--- config.mk ---
export PLATFORM = sky130hd
export DESIGN_NAME = data_axi_bridge
export DESIGN_NICKNAME = d
export VERILOG_FILES = /design/src/rtl/data_axi_bridge.sv
export SDC_FILE = /design/constraint.sdc
export NUM_CORES = 1
export LEC_CHECK = 0
export CORE_UTILIZATION = 38
export DETAILED_ROUTE_END_ITERATION = 10
export HOLD_SLACK_MARGIN = 0.08
export PLACE_DENSITY = 0.87
export SYNTH_ARGS = -nofsm -noshare
export SYNTH_HDL_FRONTEND = slang
export SYNTH_SLANG_ARGS = --single-unit
--- constraint.sdc ---
create_clock -name clk -period 2.21 [get_ports clk]
set_input_delay 0.442 -clock clk [delete_from_list [all_inputs] [get_ports clk]]
set_output_delay 0.442 -clock clk [all_outputs]
set_load 0.01 [all_outputs]
--- src/rtl/data_axi_bridge.sv ---
// Data-side bridge between the MEM stage's SRAM-like request port and AXI.
// Each request becomes one single-beat AXI read or write, with only one outstanding at a time.
module data_axi_bridge #(
    parameter int ADDR_W = 32
) (
    input  logic              clk,
    input  logic              rst,
    input  logic              data_req,
    input  logic              data_wr,
    input  logic [1:0]        data_size,
    input  logic [ADDR_W-1:0] data_addr,
    input  logic [31:0]       data_wdata,
    output logic [31:0]       data_rdata,
    output logic              data_addr_ok,
    output logic              data_data_ok,
    output logic [ADDR_W-1:0] araddr,
    output logic [2:0]        arsize,
    output logic              arvalid,
    input  logic              arready,
    input  logic [31:0]       rdata,
    input  logic              rvalid,
    output logic              rready,
    output logic [ADDR_W-1:0] awaddr,
    output logic [2:0]        awsize,
    output logic              awvalid,
    input  logic              awready,
    output logic [31:0]       wdata,
    output logic [3:0]        wstrb,
    output logic              wvalid,
    input  logic              wready,
    input  logic              bvalid,
    output logic              bready
);

    localparam logic [2:0] S_IDLE  = 3'd0;
    localparam logic [2:0] S_RD_A  = 3'd1;
    localparam logic [2:0] S_RD_D  = 3'd2;
    localparam logic [2:0] S_WR_AW = 3'd3;
    localparam logic [2:0] S_WR_B  = 3'd4;

    logic [2:0]        r_state;
    logic [ADDR_W-1:0] r_addr;
    logic [1:0]        r_size;
    logic [31:0]       r_wdata;
    logic [31:0]       r_rdata;
    logic              r_aw_done;
    logic              r_w_done;
    logic              r_data_ok;

    logic              w_accept;
    logic              w_ar_hs;
    logic              w_r_hs;
    logic              w_aw_hs;
    logic              w_w_hs;
    logic              w_b_hs;
    logic              w_aw_fin;
    logic              w_w_fin;
    logic [3:0]        w_strb;

    assign w_accept     = data_req && (r_state == S_IDLE);
    assign data_addr_ok = w_accept;
    assign data_data_ok = r_data_ok;
    assign data_rdata   = r_rdata;

    // All valid/ready outputs decode straight from state so an async reset drops them at once.
    assign arvalid = (r_state == S_RD_A);
    assign rready  = (r_state == S_RD_D);
    assign awvalid = (r_state == S_WR_AW) && !r_aw_done;
    assign wvalid  = (r_state == S_WR_AW) && !r_w_done;
    assign bready  = (r_state == S_WR_B);

    assign araddr = r_addr;
    assign awaddr = r_addr;
    assign arsize = {1'b0, r_size};
    assign awsize = {1'b0, r_size};
    assign wdata  = r_wdata;
    assign wstrb  = w_strb;

    assign w_ar_hs  = arvalid && arready;
    assign w_r_hs   = rready && rvalid;
    assign w_aw_hs  = awvalid && awready;
    assign w_w_hs   = wvalid && wready;
    assign w_b_hs   = bready && bvalid;
    assign w_aw_fin = r_aw_done || w_aw_hs;
    assign w_w_fin  = r_w_done || w_w_hs;

    // Size 2'b11 is not a legal access, so it goes out with no byte lanes enabled.
    always_comb begin
        w_strb = 4'b0000;
        case (r_size)
            2'b00:   w_strb = 4'b0001 << r_addr[1:0];
            2'b01:   w_strb = r_addr[1] ? 4'b1100 : 4'b0011;
            2'b10:   w_strb = 4'b1111;
            default: w_strb = 4'b0000;
        endcase
    end

    always_ff @(posedge clk or negedge rst) begin
        if (!rst) begin
            r_state   <= S_IDLE;
            r_addr    <= '0;
            r_size    <= 2'b00;
            r_wdata   <= 32'd0;
            r_rdata   <= 32'd0;
            r_aw_done <= 1'b0;
            r_w_done  <= 1'b0;
            r_data_ok <= 1'b0;
        end else begin
            r_data_ok <= w_r_hs || w_b_hs;
            if (w_r_hs) begin
                r_rdata <= rdata;
            end
            case (r_state)
                S_IDLE: begin
                    if (w_accept) begin
                        r_addr    <= data_addr;
                        r_size    <= data_size;
                        r_wdata   <= data_wdata;
                        r_aw_done <= 1'b0;
                        r_w_done  <= 1'b0;
                        r_state   <= data_wr ? S_WR_AW : S_RD_A;
                    end
                end
                S_RD_A: begin
                    if (w_ar_hs) begin
                        r_state <= S_RD_D;
                    end
                end
                S_RD_D: begin
                    if (w_r_hs) begin
                        r_state <= S_IDLE;
                    end
                end
                S_WR_AW: begin
                    // AW and W complete independently; leave only once both have handshaken.
                    if (w_aw_hs) begin
                        r_aw_done <= 1'b1;
                    end
                    if (w_w_hs) begin
                        r_w_done <= 1'b1;
                    end
                    if (w_aw_fin && w_w_fin) begin
                        r_state <= S_WR_B;
                    end
                end
                S_WR_B: begin
                    if (w_b_hs) begin
                        r_state <= S_IDLE;
                    end
                end
                default: r_state <= S_IDLE;
            endcase
        end
    end

endmodule

---- Word-level counts from Yosys, hierarchy flattened ----
Index checks and enable logic that the tools add are counted.
operators by class
  bitwise logic cells ..................... 0
  multipliers ............................. 0
  shift-type cells ........................ 1
  multiplexer cells ....................... 14
  equal/unequal tests ..................... 13
  divide/modulo/power cells ............... 0
  reductions and logical operators ........ 21
  order comparisons ....................... 0
  add/sub/neg operators ................... 0
operator list
  cell                 count
  $mux 3               5
  $pmux 3 s5           1
  $pmux 4 s3           1
  $logic_and 1x1->1    9
  $ne 2x1->1 const B   4
  $eq 3x2->1 const B   2
  $ne 2x2->1 const B   3
  $reduce_and 3->1     2
  $reduce_and 5->1     1
  $mux 4               1
  $pmux 1 s2           2
  $shl 1x2->4 const A  1
  $eq 3x1->1 const B   1
  $eq 3x3->1 const B   1
  $logic_not 3->1      1
  $logic_or 1x1->1     3
  $mux 1               3
  $eq 2x1->1 const B   1
  $eq 2x2->1 const B   1
  $logic_not 1->1      2
  $logic_not 2->1      1
  $mux 2               1
  $reduce_and 2->1     1
  $reduce_bool 2->1    1
word-level totals
  input bits .............................. 107
  logic and storage cells ................. 57
  ROM bits ................................ 0
  output and inout bits ................... 145
  bits in writable memories ............... 0
  latch bits .............................. 0
  memories ................................ 0
  register bits ........................... 104

---- Logic depth before layout (Yosys ltp) ----
  depth in word-level cells ............... 7
  mapped depth ............................ 6
  depth with buffers taken out ............ 3

---- Worst setup path after synthesis ----
OpenSTA, ideal clock, no wires.
  path kind ............................... register to register
  start ................................... reg r_state[0]
  end ..................................... reg r_addr[22], in the netlist araddr[22]
  library setup time ...................... 125 ps
  path slack .............................. 506 ps
  path buffers ............................ 3
  stages on the path, launching flop included .. 7
  arrival ................................. 1579 ps
  data required time ...................... 2085 ps
  clock period less this slack ............ 1704 ps
  path through ............................ dfrtp_1 buf_6 or3b_4 nor2_8 buf_8 buf_12 mux2_4
between the ends
  cells in the longest elaborated chain, start to end .. 3
ends and longest elaborated chain
  item                            RTL line  source
  from (decl)                     41        logic [2:0] r_state;
  from (signal assigned)          121       r_state <= data_wr ? S_WR_AW : S_RD_A;
  $logic_not 3->1 (*)             60, 113
  $logic_and 1x1->1               60        assign w_accept = data_req && (r_state == S_IDLE);
  $reduce_and 2->1 (no line) (*)  --
  to (signal assigned)            116       r_addr <= data_addr;
  to (decl)                       42        logic [ADDR_W-1:0] r_addr;
Every way passes the cells marked *; elsewhere a longest branch is shown, timed or not.
A chain may end at the register's enable or synchronous reset.

---- Worst setup path in the final report ----
  start ................................... in data_req
  end ..................................... out data_addr_ok
between the ends
  cells in the longest elaborated chain, start to end .. 1
ends and longest elaborated chain
  item               RTL line  source
  from (decl)        8         input logic data_req,
  $logic_and 1x1->1  60
  to (decl)          14        output logic data_addr_ok,
Every way passes these cells.

==> flow_metrics.env <==
export IMPL_status="finished, final reports clean"
export IMPL_synth_distinct_cells=26
export IMPL_antenna_found_initial=0
export IMPL_powerDensity_mw_per_mm2=1512
export IMPL_power_frac_comb_pct=51.9
export IMPL_wire_per_inst_microns=16.29
export IMPL_switching_power_mw=3.322
export IMPL_slowest_delay_ns=0.48
export IMPL_ys_warn_count=0
export IMPL_rsz0062_at_grt="false"
export IMPL_drive_above_1_share_pct=24.95
export IMPL_area_growth_pct=61.83
export IMPL_place_area_sq_mm=0.006804
export IMPL_path_clk_slew_ns=0.06
export IMPL_rows=39
export IMPL_use_met1_pct=19.28
export IMPL_clock_sinks=104
export IMPL_critPathLaunchType="input port"
export IMPL_cts_tree="done"
export IMPL_grt_pass1_wl_microns=15940
export IMPL_cp_end_kind="output pin"
export IMPL_internal_power_mw=7.500
export IMPL_post_place_cells=645
export IMPL_antenna_cells=0
export IMPL_hpwl_microns=8083
export IMPL_setup_viol=0
export IMPL_setup_worst_path_class="input port to output pin"
export IMPL_grt_total_usage_pct=17.48
export IMPL_core_area_sq_mm=0.01137
export IMPL_crit_path_cell_trace="clkdlybuf4s50_1 -> or3b_4 -> nor2_8 -> clkdlybuf4s15_1"
export IMPL_syn_avg_cell_area_sq_um=15.09
export IMPL_cp_arrival_ns=1.71
export IMPL_drtIter0Drc=130
export IMPL_clk_latency_ns=0.34
export IMPL_crit_fanout=3
export IMPL_met3_usage_pct=4.920
export IMPL_vdd_drop_max_mv=0.8803
export IMPL_synth_top_area_cell="dfrtp_1"
export IMPL_dieArea_sq_mm=0.01207
export IMPL_min_period_over_period_pct=97.33
export IMPL_die_w_microns=109.9
export IMPL_clk_path_buf_depth=2
export IMPL_io_buffer_count=249
export IMPL_synth_area_sq_mm=0.004422
export IMPL_syn_instance_count=293
export IMPL_synth_area_top_cells="dfrtp_1 59%, mux2_2 20%, buf_4 6.8%, mux2_4 6.8%, buf_12 0.91%"
export IMPL_start_util_pct=38.89
export IMPL_sequentialPowerShare_pct=32.8
export IMPL_skew_ns=0.007012
export IMPL_p_clk_share_pct=15.3
export IMPL_synth_top_area_share_pct=58.86
export IMPL_seqCellArea_sq_mm=0.002605
export IMPL_grt_pass1_vias=3113
export IMPL_grt_max_degree=53
export IMPL_slew_viol_final=0
export IMPL_critPathRequiredTime_ns=1.77
export IMPL_die_h_microns=109.9
export IMPL_critPathBufInv=2
export IMPL_ys_seq_elements=104
export IMPL_sw_frac_of_total_pct=30.70
export IMPL_cts_htree_levels=3
export IMPL_max_freq_mhz=464.9
export IMPL_slew_headroom_pct=66.46
export IMPL_vias=3083
export IMPL_place_gp_congestion=0.7047
export IMPL_nFillCells=883
export IMPL_finalHoldViolations=0
export IMPL_clockRootBuffer="clkbuf_16"
export IMPL_cap_violations=0
export IMPL_grt_ovfl_total=0
export IMPL_numCtsBuffers=9
export IMPL_fin_nets=623
export IMPL_grt_busiest_layer="met2"
export IMPL_whs_ns=0.07065
export IMPL_leakage_nw=3.020
export IMPL_final_cell_count_no_fill=664
export IMPL_routed_wl_microns=10820
export IMPL_worstMarginPinSlew_ns=0.5032
export IMPL_viasPerCell=4.643
export IMPL_cpLargestDelayFamily="buffers and inverters"
export IMPL_met2_usage_pct=31.43
export IMPL_io_pins=252
export IMPL_final_antenna_net_count=0
export IMPL_synth_seq_area_share_pct=58.86
export IMPL_drc=0
export IMPL_multi_input_area_sq_mm=0.001421
export IMPL_stdcell_area_sq_mm=0.007156
export IMPL_crit_slowest_cell="clkdlybuf4s50_1"
export IMPL_hp_class="input port to async pin"
export IMPL_drt_pass1_iter_count=4
export IMPL_min_period_ns=2.151
export IMPL_hold_buffers=0
[path summary, 6_finish.rpt]
path / from / end / slack [ns] / cells past startpoint
max in group asynchronous: rst / r_state[1] / 1.47 / 2
worst min register to register: r_state[2] / r_state[1] / 0.50 / 1
worst max register to register: r_state[2] / wdata[22] / 0.31 / 5
min in group clk: r_state[2] / r_state[1] / 0.50 / 1
worst min-delay path: rst / araddr[0] / 0.07 / 1
worst max-delay path: data_req / data_addr_ok / 0.06 / 4
[layout by cell type (no fill, tap or decap), types with 2 or more instances in the layout]
cell type          n
a21o_1             2
a21oi_1            7
buf_12             3
buf_4              9
bufinv_16          2
clkbuf_1           2
clkbuf_16          9
clkdlybuf4s50_1  244
conb_1             2
dfrtp_1          102
dfrtp_2            2
dlymetal6s2s_1     3
inv_1              5
mux2_2            78
mux2_4            20
mux2i_1            2
nand2_1            2
nand2b_1           3
nand3b_1           2
nor2_1             6
o21ai_0            2
o22ai_1            2
o2bb2ai_1          2
[cells in the mapped netlist (all sizes together)]
| library cell | count |
|---|---|
| inv | 5 |
| a21oi | 7 |
| mux2 | 98 |
| mux2i | 2 |
| nand3b | 2 |
| nor3 | 1 |
| o2bb2ai | 2 |
| nor2 | 8 |
| o21ai | 2 |
| or3b | 1 |
| a21o | 2 |
| buf | 48 |
| conb | 1 |
| nand2 | 2 |
| dfrtp | 104 |
| nand2b | 3 |
| a31oi | 1 |
| o22ai | 2 |
| o211ai | 1 |
| clkbuf | 1 |
[logic make-up (layout without fill, tap and decap cells)]
group	count (synthesis)	count (layout)	synth area share [%]
AO/OA/AOI/OAI	17	17	2.349
buffers and inverters	54	281	9.253
flip-flops	104	104	58.86
multiplexers	100	100	27.11
other	1	2	0.08481
AND/OR/NAND/NOR	17	17	2.349
[area by class of cell]
class / count / share of cell area, %
Timing Repair Buffer: 260 / 36.58
Sequential cell: 104 / 36.41
Multi-Input combinational cell: 136 / 19.86
Clock buffer: 11 / 3.252
Tap cell: 143 / 2.500
Clock inverter: 5 / 1.137
Inverter: 5 / 0.2623
[power groups by stage]
stage	sequential (mW)	combinational, mW	clock [mW]
finish	3.55	5.61	1.66
CTS	3.57	5.63	1.72
floorplan	3.89	2.46	0
global route	3.69	5.98	1.80
detailed placement	3.59	5.60	0
global placement	3.50	5.50	0
[routing by layer]
layer | share of wire, % | wire length [microns]
met5 | 0 | 0
met1 | 37 | 4012
met2 | 53 | 5724
met4 | 1.5 | 159
met3 | 8.5 | 923
[worst register-to-register path, delay by kind of cell (launching register included)]
kind / cells / cell delay (ns)
DFF: 1 / 0.42
muxes: 1 / 0.39
and+or+nand+nor: 2 / 0.55
buffers and inverters: 2 / 0.45
[stage by stage]
step | setup TNS (ns) | setup slack, ns | utilization (%) | power [mW]
floorplan | 0 | 0.5055 | - | 6.356
global placement | -8.011 | -0.2580 | 59.84 | 8.999
detailed placement | -9.360 | -0.2557 | 59.84 | 9.188
CTS | 0 | 0.01092 | 62.65 | 10.92
global route | 0 | 0.01239 | 62.94 | 11.47
finish | 0 | 0.05902 | 62.94 | 10.82
[what timing repair did]
action | 4_1_cts | 5_1_grt
resized for setup | 3 | 5
setup endpoints to repair | 3 | 5
hold endpoints to repair | 0 | 0
setup buffers | 0 | 3
[flip-flops by register name, indices dropped and copies added, names as in the netlist]
name,count
r_size,2
r_w_done,1
araddr,32
r_aw_done,1
data_rdata,32
data_data_ok,1
r_state,3
wdata,32
(Power assumes the default switching activity.)
